`src/rtl/dpwm_duty_capture.sv`:
```
// Recovers duty (high time) and rise-to-rise period of an incoming PWM in clk cycles,
// and flags a stuck-high / stuck-low waveform after TIMEOUT clocks without a rising edge.
//
// state | meaning
// IDLE  | capture disabled, outputs hold
// ARM   | waiting for the first rise, nothing published on it
// HIGH  | pwm high, counting high time and period
// LOW   | pwm low, counting period; next rise publishes
// STUCK | fault published, waiting for a rise to restart
module dpwm_duty_capture #(
   parameter int CNT_W   = 9,
   parameter int PER_W   = 11,
   parameter int TIMEOUT = 1023
) (
   input  logic             clk,
   input  logic             rst,
   input  logic             en,
   input  logic             pwm_in,
   output logic [CNT_W-1:0] d_meas,
   output logic [PER_W-1:0] period_meas,
   output logic             meas_valid,
   output logic             stuck
);

   typedef enum logic [2:0] {S_IDLE, S_ARM, S_HIGH, S_LOW, S_STUCK} state_t;

   localparam logic [CNT_W-1:0] HI_ONE  = CNT_W'(1);
   localparam logic [CNT_W-1:0] HI_MAX  = '1;
   localparam logic [PER_W-1:0] PER_ONE = PER_W'(1);
   localparam logic [PER_W-1:0] PER_MAX = '1;
   localparam logic [PER_W-1:0] PER_TO  = PER_W'(TIMEOUT);

   state_t           state_q, state_d;
   logic             s1_q, s2_q, s3_q;
   logic [CNT_W-1:0] hi_cnt_q, hi_cnt_d;
   logic [PER_W-1:0] per_cnt_q, per_cnt_d;
   logic [CNT_W-1:0] d_meas_q, d_meas_d;
   logic [PER_W-1:0] period_meas_q, period_meas_d;
   logic             meas_valid_q, meas_valid_d;
   logic             stuck_q, stuck_d;

   logic             rise, fall, timeout;
   logic [CNT_W-1:0] hi_inc;
   logic [PER_W-1:0] per_inc;

   assign rise    = s2_q & ~s3_q;
   assign fall    = ~s2_q & s3_q;
   assign timeout = (per_cnt_q == PER_TO);
   assign hi_inc  = (hi_cnt_q == HI_MAX) ? hi_cnt_q : hi_cnt_q + HI_ONE;
   assign per_inc = (per_cnt_q == PER_MAX) ? per_cnt_q : per_cnt_q + PER_ONE;

   always_comb begin
      state_d       = state_q;
      hi_cnt_d      = hi_cnt_q;
      per_cnt_d     = per_cnt_q;
      d_meas_d      = d_meas_q;
      period_meas_d = period_meas_q;
      meas_valid_d  = 1'b0;
      stuck_d       = stuck_q;

      if (!en) begin
         state_d = S_IDLE;
      end else begin
         unique case (state_q)
            S_IDLE: begin
               state_d   = S_ARM;
               per_cnt_d = '0;
            end
            S_ARM: begin
               if (rise) begin
                  state_d   = S_HIGH;
                  hi_cnt_d  = HI_ONE;
                  per_cnt_d = PER_ONE;
               end else if (timeout) begin
                  state_d       = S_STUCK;
                  meas_valid_d  = 1'b1;
                  stuck_d       = 1'b1;
                  period_meas_d = '0;
                  d_meas_d      = s2_q ? HI_MAX : '0;
               end else begin
                  per_cnt_d = per_inc;
               end
            end
            // Timeout beats a coincident fall; a rise cannot occur while high.
            S_HIGH: begin
               if (timeout) begin
                  state_d       = S_STUCK;
                  meas_valid_d  = 1'b1;
                  stuck_d       = 1'b1;
                  period_meas_d = '0;
                  d_meas_d      = s2_q ? HI_MAX : '0;
               end else begin
                  per_cnt_d = per_inc;
                  if (fall) begin
                     state_d = S_LOW;
                  end else if (s2_q) begin
                     hi_cnt_d = hi_inc;
                  end
               end
            end
            S_LOW: begin
               if (rise) begin
                  state_d       = S_HIGH;
                  meas_valid_d  = 1'b1;
                  stuck_d       = 1'b0;
                  d_meas_d      = hi_cnt_q;
                  period_meas_d = per_cnt_q;
                  hi_cnt_d      = HI_ONE;
                  per_cnt_d     = PER_ONE;
               end else if (timeout) begin
                  state_d       = S_STUCK;
                  meas_valid_d  = 1'b1;
                  stuck_d       = 1'b1;
                  period_meas_d = '0;
                  d_meas_d      = s2_q ? HI_MAX : '0;
               end else begin
                  per_cnt_d = per_inc;
               end
            end
            S_STUCK: begin
               if (rise) begin
                  state_d   = S_HIGH;
                  hi_cnt_d  = HI_ONE;
                  per_cnt_d = PER_ONE;
               end
            end
            default: state_d = S_IDLE;
         endcase
      end
   end

   always_ff @(posedge clk or posedge rst) begin
      if (rst) begin
         state_q       <= S_IDLE;
         s1_q          <= 1'b0;
         s2_q          <= 1'b0;
         s3_q          <= 1'b0;
         hi_cnt_q      <= '0;
         per_cnt_q     <= '0;
         d_meas_q      <= '0;
         period_meas_q <= '0;
         meas_valid_q  <= 1'b0;
         stuck_q       <= 1'b0;
      end else begin
         state_q       <= state_d;
         s1_q          <= pwm_in;
         s2_q          <= s1_q;
         s3_q          <= s2_q;
         hi_cnt_q      <= hi_cnt_d;
         per_cnt_q     <= per_cnt_d;
         d_meas_q      <= d_meas_d;
         period_meas_q <= period_meas_d;
         meas_valid_q  <= meas_valid_d;
         stuck_q       <= stuck_d;
      end
   end

   assign d_meas      = d_meas_q;
   assign period_meas = period_meas_q;
   assign meas_valid  = meas_valid_q;
   assign stuck       = stuck_q;

endmodule

```
`config.mk`:
```
export PLATFORM = sky130hd
export DESIGN_NAME = dpwm_duty_capture
export DESIGN_NICKNAME = d
export VERILOG_FILES = /design/src/rtl/dpwm_duty_capture.sv
export SDC_FILE = /design/constraint.sdc
export NUM_CORES = 1
export LEC_CHECK = 0
export ABC_AREA = 1
export BUFFER_PORTS_ARGS = -buffer_cell sky130_fd_sc_hd__buf_4
export CAP_MARGIN = 40
export CORE_UTILIZATION = 60
export DETAILED_ROUTE_END_ITERATION = 16
export GPL_ROUTABILITY_DRIVEN = 1
export HOLD_SLACK_MARGIN = 0.08
export PLACE_DENSITY = 0.8
export SYNTH_ARGS = -nofsm -noshare
export SYNTH_HDL_FRONTEND = slang
export SYNTH_SLANG_ARGS = --single-unit
export TNS_END_PERCENT = 10
```
`constraint.sdc`:
```
create_clock -name clk -period 4.32 [get_ports clk]
set_input_delay 0.864 -clock clk [delete_from_list [all_inputs] [get_ports clk]]
set_output_delay 0.864 -clock clk [all_outputs]
set_load 0.02 [all_outputs]
```
==> impl_results.html <==
<table>
<tr><th>Metric</th><th>Value</th></tr>
<tr><th colspan="2">Floorplanning</th></tr>
<tr><td>Initial Utilization</td><td>64.6%</td></tr>
<tr><td>Io pins</td><td>26</td></tr>
<tr><td>Total Die Area</td><td>4730 µm²</td></tr>
<tr><td>Die span in x</td><td>68.8 µm</td></tr>
<tr><td>Height of the chip</td><td>68.8 µm</td></tr>
<tr><td>FP Rows</td><td>23</td></tr>
<tr><td>Core Box Area</td><td>4140 µm²</td></tr>
<tr><th colspan="2">Setup path</th></tr>
<tr><td>FF-to-FF path depth</td><td>6</td></tr>
<tr><td>Required arrival time at the worst endpoint</td><td>4.49 ns</td></tr>
<tr><td>Startpoint kind of the worst setup timing path</td><td>flop</td></tr>
<tr><td>Category of the worst setup path capture point</td><td>flop</td></tr>
<tr><td>Crit path kind</td><td>flop to flop</td></tr>
<tr><td>Worst Path Max Fanout</td><td>21</td></tr>
<tr><td>Critical Path AT</td><td>2.42 ns</td></tr>
<tr><th colspan="2">STA</th></tr>
<tr><td>Final worst-path setup slack</td><td>2.07 ns</td></tr>
<tr><td>Maximum clock skew at final layout</td><td>0.00913 ns</td></tr>
<tr><td>Final Hold Violating Endpoints</td><td>0</td></tr>
<tr><td>Total Negative Setup Slacks</td><td>0 ns</td></tr>
<tr><td>Headroom to the max-slew limit</td><td>56.2%</td></tr>
<tr><td>Highest Clock Rate</td><td>445 MHz</td></tr>
<tr><td>Setup violators final</td><td>0</td></tr>
<tr><td>Final worst-path cycle share</td><td>52.0%</td></tr>
<tr><td>Time the final worst path needs with I/O delays and setup</td><td>2.25 ns</td></tr>
<tr><td>Number of pins with negative max-slew slack in the final report</td><td>0</td></tr>
<tr><td>Unrepaired setup endpoints after global routing</td><td>no</td></tr>
<tr><td>Slew at the pin closest to its max-slew limit</td><td>0.654 ns</td></tr>
<tr><th colspan="2">Placement</th></tr>
<tr><td>Routability congestion estimate</td><td>0.854</td></tr>
<tr><td>Setup Slack @ Placement</td><td>1.88 ns</td></tr>
<tr><td>Final HPWL from detailed placement</td><td>4.03 mm</td></tr>
<tr><td>Instance count after placement with tap cells included</td><td>437</td></tr>
<tr><td>Placed Instance Area</td><td>2890 µm²</td></tr>
<tr><td>Buffers on Ports</td><td>25</td></tr>
<tr><th colspan="2">Clock network</th></tr>
<tr><td>Number of buffers added by the clock tree synthesis step</td><td>5</td></tr>
<tr><td>Count of hold-fix buffers inserted at cts</td><td>0</td></tr>
<tr><td>Clock-pin slew on the worst setup and hold paths</td><td>0.10 ns</td></tr>
<tr><td>Max Buffers Root-to-Sink</td><td>2</td></tr>
<tr><td>Clock tree from TritonCTS</td><td>built</td></tr>
<tr><td>Setup bufs post-CTS</td><td>0</td></tr>
<tr><td>Number of clock sinks</td><td>48</td></tr>
<tr><td>CTS Root Cell</td><td>sky130_fd_sc_hd__clkbuf_8</td></tr>
<tr><td>H-tree depth reported by CTS</td><td>2</td></tr>
<tr><td>Later-pin clock latency in the skew report</td><td>0.31 ns</td></tr>
<tr><td>Number of resized instances in the post-cts repair step</td><td>0</td></tr>
<tr><th colspan="2">Power and ir drop</th></tr>
<tr><td>Leakage dissipation</td><td>1.62 nW</td></tr>
<tr><td>Total power divided by cell area</td><td>481 nW/µm²</td></tr>
<tr><td>Power after layout</td><td>0.00144 W</td></tr>
<tr><td>Worst supply voltage drop on vdd</td><td>0.000333 V</td></tr>
<tr><th colspan="2">Routing</th></tr>
<tr><td>Iteration-0 DRC count of the detailed router</td><td>162</td></tr>
<tr><td>Total wire length after detailed routing</td><td>5.72 mm</td></tr>
<tr><td>Detailed-routing iteration count for the pre-antenna-repair pass</td><td>4</td></tr>
<tr><td>Number of remaining DRC errors</td><td>0</td></tr>
<tr><td>Via count normalized by instance count</td><td>5.38</td></tr>
<tr><td>WL/cell</td><td>12.8 µm</td></tr>
<tr><td>Post-route ant nets</td><td>0</td></tr>
<tr><td>Vias after detailed routing</td><td>2394</td></tr>
<tr><th colspan="2">Synthesis</th></tr>
<tr><td>Fraction of synthesized cell area taken by the top area cell type</td><td>44.9%</td></tr>
<tr><td>Number of distinct library cell variants in the gate-level netlist after synthesis</td><td>30</td></tr>
<tr><td>Sequential fraction of the synthesis area</td><td>44.9%</td></tr>
<tr><td>Post-Syn Instances</td><td>369</td></tr>
<tr><td>Top flip-flop cell by instance count after synthesis</td><td>sky130_fd_sc_hd__dfrtp_1</td></tr>
<tr><td>Cells taking the most area after synthesis</td><td>sky130_fd_sc_hd__dfrtp_1 45%, sky130_fd_sc_hd__nand2_1 19%, sky130_fd_sc_hd__nor2_1 7.1%</td></tr>
<tr><td>Synthesized cell area</td><td>2680 µm²</td></tr>
<tr><td>Syn_nets</td><td>376</td></tr>
<tr><td>Yosys synthesis warning count</td><td>0</td></tr>
<tr><td>Syn Area/Cell</td><td>7.26 µm²</td></tr>
<tr><td>Async SR Flop Fraction</td><td>100%</td></tr>
<tr><td>EDFF count, synth</td><td>0</td></tr>
<tr><td>Number of synthesized register bits</td><td>48</td></tr>
<tr><td>Cell type with the largest total area after synthesis</td><td>sky130_fd_sc_hd__dfrtp_1</td></tr>
<tr><th colspan="2">Global routing</th></tr>
<tr><td>Maximum number of pins on one net before global-route repair</td><td>35</td></tr>
<tr><td>Vias in the first global route</td><td>2104</td></tr>
<tr><td>Wire length of the first global-routing pass</td><td>9.31 mm</td></tr>
<tr><td>Total track usage</td><td>26.9%</td></tr>
<tr><td>Remaining Overflow, GRT</td><td>0</td></tr>
<tr><td>Antenna violations before repair</td><td>0</td></tr>
<tr><th colspan="2">Cells and area</th></tr>
<tr><td>Nets@finish</td><td>401</td></tr>
<tr><td>Syn-to-layout area delta</td><td>11.5%</td></tr>
<tr><td>Final Instance Count excl. Fillers</td><td>445</td></tr>
<tr><td>Filler cell count</td><td>341</td></tr>
<tr><td>Total non-filler cell area in the finished layout</td><td>2990 µm²</td></tr>
<tr><td>Share of post-route cells with drive strength above 1</td><td>13.7%</td></tr>
<tr><td>Leading cell types in the layout, fill and taps excluded</td><td>133 x sky130_fd_sc_hd__nand2_1, 51 x sky130_fd_sc_hd__nor2_1, 48 x sky130_fd_sc_hd__dfrtp_1</td></tr>
<tr><td>Antenna Cells</td><td>0</td></tr>
<tr><td>Most common cell after layout, fill and taps aside</td><td>sky130_fd_sc_hd__nand2_1</td></tr>
<tr><th colspan="2">Worst hold path</th></tr>
<tr><td>Min-delay worst type</td><td>flop to flop</td></tr>
<tr><td>Number of cells traversed by the worst hold path</td><td>0</td></tr>
<tr><th colspan="2">Run status</th></tr>
<tr><td>Status</td><td>completed</td></tr>
<tr><th colspan="2">Job</th></tr>
<tr><td>Max cap viols</td><td>0</td></tr>
</table>
-- power breakdown --
group | leakage [nW] | switching, W | internal, W
sequential | 0.640 | 0.0000835 | 0.000535
combinational | 0.936 | 0.000346 | 0.000192
clock | 0.0404 | 0.000166 | 0.000115
-- per-layer routing --
metal	vias up	part of all wire (%)	track usage, %
met5	-	0	0
met4	0	1.8	9.69
met2	65	50	45.6
met3	9	3.7	5.26
met1	1110	45	34.0
li1	1210	-	-
-- logic make-up after synthesis --
group                      Yosys count  synth area share, %
AOI/OAI and AO/OA                   35                 6.87
DFF                                 48                 44.9
adders and majority gates            3                 1.40
xor gates and xnor gates             3                0.981
and+or+nand+nor                    238                 39.1
buffers and inverters               42                 6.82
-- state kept, by name (all words and copies together) (netlist names) --
name / count
per_cnt_q: 11
period_meas: 11
d_meas: 9
hi_cnt_q: 9
state_q: 3
meas_valid: 1
s1_q: 1
s2_q: 1
s3_q: 1
stuck: 1
-- stage by stage --
step,hold WS (ns),util (%)
finish,0.372,72.1
global route,0.398,72.1
CTS,0.374,72.1
detailed placement,0.352,69.8
global placement,0.334,69.4
floorplan,0.331,-
-- final timing paths --
| path | to | from | slack (ns) |
|---|---|---|---|
| min in group asynchronous | period_meas[4]$_DFFE_PP0P_ | rst | 0.51 |
| worst max register to register | period_meas[8]$_DFFE_PP0P_ | state_q[2]$_DFFE_PP0P_ | 2.07 |
| worst max-delay path | period_meas[8]$_DFFE_PP0P_ | state_q[2]$_DFFE_PP0P_ | 2.07 |
| worst min register to register | s2_q$_DFF_PP0_ | s1_q$_DFF_PP0_ | 0.37 |
| max in group asynchronous | d_meas[2]$_DFFE_PP0P_ | rst | 3.32 |
| worst min-delay path | s2_q$_DFF_PP0_ | s1_q$_DFF_PP0_ | 0.37 |
-- layout make-up --
cell class / count / area, µm² / share of cell area [%]
clock inverter: 3 / 23.8 / 0.796
inverter: 34 / 129 / 4.32
timing repair buffer: 26 / 208 / 6.95
sequential: 48 / 1200 / 40.2
clock buffer: 5 / 68.8 / 2.30
multi-input combinational: 279 / 1290 / 43.3
tap: 50 / 62.6 / 2.09
-- cells in the mapped netlist (3+ instances only) --
cell / count
sky130_fd_sc_hd__nand2_1: 133
sky130_fd_sc_hd__nand3_2: 3
sky130_fd_sc_hd__nor3_1: 4
sky130_fd_sc_hd__ha_1: 3
sky130_fd_sc_hd__dfrtp_1: 48
sky130_fd_sc_hd__nand3_1: 30
sky130_fd_sc_hd__nand2_2: 3
sky130_fd_sc_hd__inv_1: 32
sky130_fd_sc_hd__nor2_2: 4
sky130_fd_sc_hd__o21ai_0: 11
sky130_fd_sc_hd__o21ai_1: 8
sky130_fd_sc_hd__xor2_1: 3
sky130_fd_sc_hd__a21oi_1: 12
sky130_fd_sc_hd__buf_2: 4
sky130_fd_sc_hd__nor2_1: 51
-- critical path, cell delays in order (launching register included) --
cell and delay (ns):
sky130_fd_sc_hd__dfrtp_1 0.49, sky130_fd_sc_hd__nor2_2 0.24, sky130_fd_sc_hd__nand2_1 0.14, sky130_fd_sc_hd__nand2_1 0.10, sky130_fd_sc_hd__nand2_1 0.38, sky130_fd_sc_hd__nor3_2 0.65, sky130_fd_sc_hd__nor2_1 0.13
No activity file was read; power rests on OpenSTA's default activity.
